File: src/rtl/cic_pkg.sv
// Shared helpers for the CIC decimation path: bit-growth arithmetic and
// sign extension of narrow input samples onto the internal datapath width.
package cic_pkg;

    // Widest datapath the sign-extension helper can carry.
    localparam int CIC_MAX_W = 64;

    // Register growth of a CIC filter: STAGES * ceil(log2(R*M)) bits.
    function automatic int cic_growth(input int stages, input int r, input int m);
        return stages * $clog2(r * m);
    endfunction

    // Sign-extend the low src_w bits of value to the full CIC_MAX_W bits.
    function automatic logic [CIC_MAX_W-1:0] sign_extend(input logic [CIC_MAX_W-1:0] value,
                                                         input int src_w);
        int sh;
        sh = CIC_MAX_W - src_w;
        return $signed(value << sh) >>> sh;
    endfunction

endpackage

File: src/rtl/cic_comb_stage.sv
// One registered comb section: out <= in - in[n-M] at the decimated rate.
// The delay line and result only move when a token arrives, so gaps in the
// low-rate stream do not disturb the difference.
module cic_comb_stage
    import cic_pkg::*;
#(
    parameter int width = 28,
    parameter int M     = 1
) (
    input  logic             clk,
    input  logic             rst,
    input  logic             src_valid,
    input  logic [width-1:0] src_data,
    output logic             res_valid,
    output logic [width-1:0] res_data
);

    logic [width-1:0] delay_reg [M];
    logic [width-1:0] data_reg;
    logic             valid_reg;

    // Difference against the oldest delayed sample, shift the delay line, pass the token on
    always_ff @(posedge clk) begin
        if (rst) begin
            data_reg  <= '0;
            valid_reg <= 1'b0;
            for (int i = 0; i < M; i++) begin
                delay_reg[i] <= '0;
            end
        end else begin
            valid_reg <= src_valid;
            if (src_valid) begin
                data_reg     <= src_data - delay_reg[M-1];
                delay_reg[0] <= src_data;
                for (int i = 1; i < M; i++) begin
                    delay_reg[i] <= delay_reg[i-1];
                end
            end
        end
    end

    assign res_valid = valid_reg;
    assign res_data  = data_reg;

endmodule

File: src/rtl/cic_downsample.sv
// CIC decimator: STAGES integrators at the input rate, keep one of every R
// integrator outputs, then STAGES combs at the reduced rate. All arithmetic
// wraps modulo 2^(width_H+width_W); the combs cancel integrator overflow.
module cic_downsample
    import cic_pkg::*;
#(
    parameter int width_H = 12,
    parameter int width_W = 16,
    parameter int STAGES  = 3,
    parameter int R       = 8,
    parameter int M       = 1
) (
    input  logic                       clk,
    input  logic                       rst,
    input  logic                       data_i_en,
    input  logic [width_W-1:0]         data_i,
    output logic                       data_o_en,
    output logic [width_H+width_W-1:0] data_o
);

    localparam int D  = width_H + width_W;
    localparam int PW = (R > 1) ? $clog2(R) : 1;

    // Integrator chain: index 0 is the extended input, index k is stage k.
    logic [D-1:0] int_data  [STAGES+1];
    logic         int_valid [STAGES+1];

    // Comb chain: index 0 is the decimator output, index j is comb stage j.
    logic [D-1:0] comb_data  [STAGES+1];
    logic         comb_valid [STAGES+1];

    logic [PW-1:0] phase_reg;
    logic [D-1:0]  dec_data_reg;
    logic          dec_valid_reg;

    assign int_data[0]  = D'(sign_extend(CIC_MAX_W'(data_i), width_W));
    assign int_valid[0] = data_i_en;

    generate
        for (genvar gi = 1; gi <= STAGES; gi++) begin : g_integ
            logic [D-1:0] acc_reg;
            logic         valid_reg;

            // Accumulate the upstream value whenever it carries a valid token
            always_ff @(posedge clk) begin
                if (rst) begin
                    acc_reg   <= '0;
                    valid_reg <= 1'b0;
                end else begin
                    valid_reg <= int_valid[gi-1];
                    if (int_valid[gi-1]) begin
                        acc_reg <= acc_reg + int_data[gi-1];
                    end
                end
            end

            assign int_data[gi]  = acc_reg;
            assign int_valid[gi] = valid_reg;
        end
    endgenerate

    // Keep every R-th integrator output; the phase advances only on valid tokens
    always_ff @(posedge clk) begin
        if (rst) begin
            phase_reg     <= '0;
            dec_data_reg  <= '0;
            dec_valid_reg <= 1'b0;
        end else begin
            dec_valid_reg <= 1'b0;
            if (int_valid[STAGES]) begin
                if (phase_reg == PW'(R - 1)) begin
                    phase_reg     <= '0;
                    dec_data_reg  <= int_data[STAGES];
                    dec_valid_reg <= 1'b1;
                end else begin
                    phase_reg <= phase_reg + PW'(1);
                end
            end
        end
    end

    assign comb_data[0]  = dec_data_reg;
    assign comb_valid[0] = dec_valid_reg;

    generate
        for (genvar gi = 0; gi < STAGES; gi++) begin : g_comb
            cic_comb_stage #(
                .width (D),
                .M     (M)
            ) u_comb (
                .clk       (clk),
                .rst       (rst),
                .src_valid (comb_valid[gi]),
                .src_data  (comb_data[gi]),
                .res_valid (comb_valid[gi+1]),
                .res_data  (comb_data[gi+1])
            );
        end
    endgenerate

    // The last comb's register is the output register: it holds between tokens.
    assign data_o    = comb_data[STAGES];
    assign data_o_en = comb_valid[STAGES];

endmodule

File: config.mk
export PLATFORM = sky130hd
export DESIGN_NAME = cic_downsample
export DESIGN_NICKNAME = d
export VERILOG_FILES = /design/src/rtl/cic_pkg.sv /design/src/rtl/cic_comb_stage.sv /design/src/rtl/cic_downsample.sv
export SDC_FILE = /design/constraint.sdc
export NUM_CORES = 1
export LEC_CHECK = 0
export CAP_MARGIN = 10
export CORE_AREA = 2 2 208 210
export DETAILED_ROUTE_END_ITERATION = 10
export DIE_AREA = 0 0 210 212
export HOLD_SLACK_MARGIN = 0.03
export PLACE_DENSITY_LB_ADDON = 0.25
export SYNTH_ARGS = -nofsm -noshare
export SYNTH_HDL_FRONTEND = slang
export SYNTH_HIERARCHICAL = 1
export SYNTH_SLANG_ARGS = --single-unit
File: constraint.sdc
create_clock -name clk -period 4.95 [get_ports clk]
set_input_delay 0.495 -clock clk [delete_from_list [all_inputs] [get_ports clk]]
set_output_delay 0.495 -clock clk [all_outputs]
set_load 0.01 [all_outputs]
==> flow_summary.yaml <==
critical_path:
  critical_path.max_fanout: 7
  crit_required_ns: 5.42
  critPathCaptureType: "register"
  crit_buf_inv: 0
  crit_slowest_cell: "nor3b_1"
  critPathTopFamily: "simple AND/OR/NAND/NOR gates"
  worstPathCellList: "ha_1 > and3_1 > nand3_1 > nor3b_1 > o31ai_2 > a31oi_2 > a41oi_2 > a41oi_1 > mux2i_1"
  startpoint: "g_integ[2].acc_reg[18]$_SDFFE_PP0P_"
  critPathMaxStageDelay_ns: 0.56
  critical_path_class: "reg -> reg"
  reg2reg_from: "g_integ[2].acc_reg[18]$_SDFFE_PP0P_"
  cp_data_arrival_time_ns: 3.59
  cp-start-kind: "register"
synthesis:
  synth_edf_count: 84
  synthesis.area_um2: 18700
  ys_seq_area_share_pct: 35.5
  syn_inst: 2102
  synth_nets: 2291
  synth_seq_cells: 290
  synth_flop_cell: "dfxtp_1"
  async_flop_share_pct: 0
  yosysWarnings: 6
  syn_area_per_cell_um2: 8.91
  ys_types: 90
timing:
  period_needed_ns: 3.12
  setup_viol: 0
  finalHoldViolCount: 0
  tightest_slew_ns: 1.17
  slew_headroom_pct: 21.6
  skew_ns: 0.0308
  slew_violations: 0
  finalCritPeriodShare_pct: 63.0
  max_freq_ghz: 0.320
  whs_ns: 0.312
  rsz0062_at_grt: "no"
  tns_ns: 0
finish:
  diodes: 0
  area_growth_pct: 11.3
  fin_nets: 2309
  n_fill_cell: 4027
  drive_above_1_share_pct: 5.87
detailed_routing:
  routed-wl-met2_mm: 18.8
  highest_layer: "met4"
  ant_nets: 0
  dr.pass1.iters: 6
  routed-via-count: 14800
  wl_mm: 40.8
  wl_met3_mm: 1.42
  drt_iter0_drc: 706
  avgRoutedWirePerCell_um: 15.1
  drt-met1-wl_mm: 19.8
  post_drt_via_cell_ratio: 5.49
  drcViolationCount: 0
placement:
  numPortBuffers: 47
  gp_congestion: 0.904
  dp_hpwl_mm: 30.4
floorplan:
  die_y_um: 212
  dieArea_um2: 44500
  fp-row-count: 76
  die_w_um: 210
  start_util_pct: 44.1
  ios: 48
  core-area_um2: 42500
min_path:
  hp-class: "in -> reg"
  hold_path.startpoint: "rst"
global_route:
  overflow: 0
  grt_antenna_before_repair: 0
  grt_pass1_vias: 14294
  grt_max_degree: 81
  track_usage_pct: 18.6
  grt_pass1_wl_mm: 69.7
clock_tree:
  cts_tree: "yes"
  cts_setup_buffers: 0
  cts_made_buffers: 36
  ctsHoldBuffers: 0
  clk_path_buf_depth: 3
  cts_max_level: 2
  cts-root-buf: "clkbuf_16"
  clk_latency_ns: 0.55
  cts.sinks: 290
  cts_resized: 0
  clkTransAtPathRegs_ns: 0.06
power:
  ir_drop_mv: 0.251
  powerDensity_nw_per_um2: 299
  p_leak_nw: 9.11
status:
  status: "complete, no violations"
job:
  max-cap-violations: 0
-- per-layer routing --
| metal | track usage, % | vias up |
|---|---|---|
| met5 | 0 | - |
| met4 | 6.09 | 0 |
| met3 | 2.69 | 63 |
| met2 | 31.4 | 232 |
| met1 | 24.7 | 6937 |
| li1 | - | 7568 |
-- worst reg2reg max path: cells and delay by family, from the launching register on --
family                     cells  cell delay (ns)
AOI/OAI and AO/OA              4             1.04
and+or+nand+nor                3             1.03
adders and majority gates      1             0.43
DFF                            1             0.34
muxes                          1             0.21
-- synthesized netlist by cell type (5+ instances only) --
library cell / n / share of area, %
a211oi_2: 7 / 0.47
nor3b_1: 8 / 0.32
a311oi_1: 5 / 0.23
mux2i_1: 84 / 4.5
buf_1: 10 / 0.20
a41oi_1: 5 / 0.23
o21ai_0: 70 / 1.9
a211o_1: 12 / 0.56
ha_1: 164 / 11
nor2b_1: 15 / 0.50
fa_1: 6 / 0.64
o2111ai_1: 7 / 0.33
o21bai_1: 17 / 0.68
dfxtp_1: 206 / 22
nand2b_1: 23 / 0.77
a21o_1: 93 / 3.7
xor2_1: 59 / 2.8
edfxtp_1: 84 / 13
clkbuf_1: 59 / 1.2
o21ai_1: 42 / 1.1
o21ai_2: 6 / 0.28
or3_1: 7 / 0.23
nor3_1: 26 / 0.69
o211ai_1: 14 / 0.56
nand3_1: 37 / 0.99
nand4_1: 17 / 0.57
or2_2: 6 / 0.20
nor2_1: 197 / 3.9
inv_1: 118 / 2.4
a31oi_1: 17 / 0.57
xnor2_1: 77 / 3.6
and3_1: 12 / 0.40
o22ai_1: 7 / 0.23
and2_1: 90 / 3.0
nand2_1: 166 / 3.3
a21oi_1: 170 / 4.5
o21a_1: 17 / 0.68
a211oi_1: 30 / 1.2
o31ai_2: 6 / 0.40
-- path summary, 6_finish.rpt --
| kind | to | slack (ns) | cells past startpoint |
|---|---|---|---|
| max | g_integ[2].acc_reg[27]$_SDFFE_PP0P_ | 1.83 | 9 |
| min | g_comb[0].u_comb/res_data[16]$_SDFFE_PP0P_ | 0.31 | 2 |
| max reg2reg | g_integ[2].acc_reg[27]$_SDFFE_PP0P_ | 1.83 | 9 |
| min reg2reg | g_comb[2].u_comb/res_data[23]$_SDFFE_PP0P_ | 0.44 | 2 |
-- metrics by stage --
step / worst slack [ns] / std cells / area, um^2 / util (%) / total power, mW
floorplan: 2.21 / 2102 / 18700 / - / 3.39
global placement: 1.44 / 2627 / 19600 / 46.1 / 3.57
detailed placement: 1.41 / 2627 / 19600 / 46.1 / 3.58
CTS: 1.89 / 2693 / 20800 / 49.0 / 6.30
global route: 1.58 / 2694 / 20800 / 49.0 / 6.52
finish: 1.83 / 2694 / 20800 / 49.0 / 6.22
-- logic make-up (layout without fill, tap and decap cells) --
kind of cell	Yosys count	count (layout)	synth area share [%]
AOI/OAI and AO/OA	589	589	21.5
xor gates and xnor gates	136	136	6.36
adders and majority gates	170	170	11.6
buffers and inverters	197	243	4.24
DFF	290	290	35.5
muxes	84	84	4.49
and+or+nand+nor	636	636	16.4
-- power by group --
group	switching, mW	total [mW]	internal, mW
Combinational	0.539	0.936	0.398
Clock	1.05	2.68	1.63
Sequential	0.0767	2.60	2.53
-- cell usage in the layout (no fill, tap or decap), drive strengths merged, types with 46 or more instances in the layout --
cell | netlist | final
and2 | 92 | 92
xnor2 | 77 | 77
a21o | 95 | 95
inv | 118 | 121
ha | 164 | 164
mux2i | 84 | 84
o21ai | 120 | 120
clkbuf | 61 | 47
edfxtp | 84 | 84
nor2 | 197 | 197
xor2 | 59 | 59
dfxtp | 206 | 206
nand2 | 167 | 167
a21oi | 170 | 170
clkdlybuf4s50 | 0 | 46
-- cell type report --
class	instances	area (um^2)	share of cell area, %
tap	546	683	3.28
sequential	290	6650	31.9
clock inverter	19	213	1.02
multi-input combinational	1615	11300	54.1
timing repair buffer	59	582	2.79
clock buffer	47	993	4.77
inverter	118	443	2.12
(Power assumes the default switching activity.)
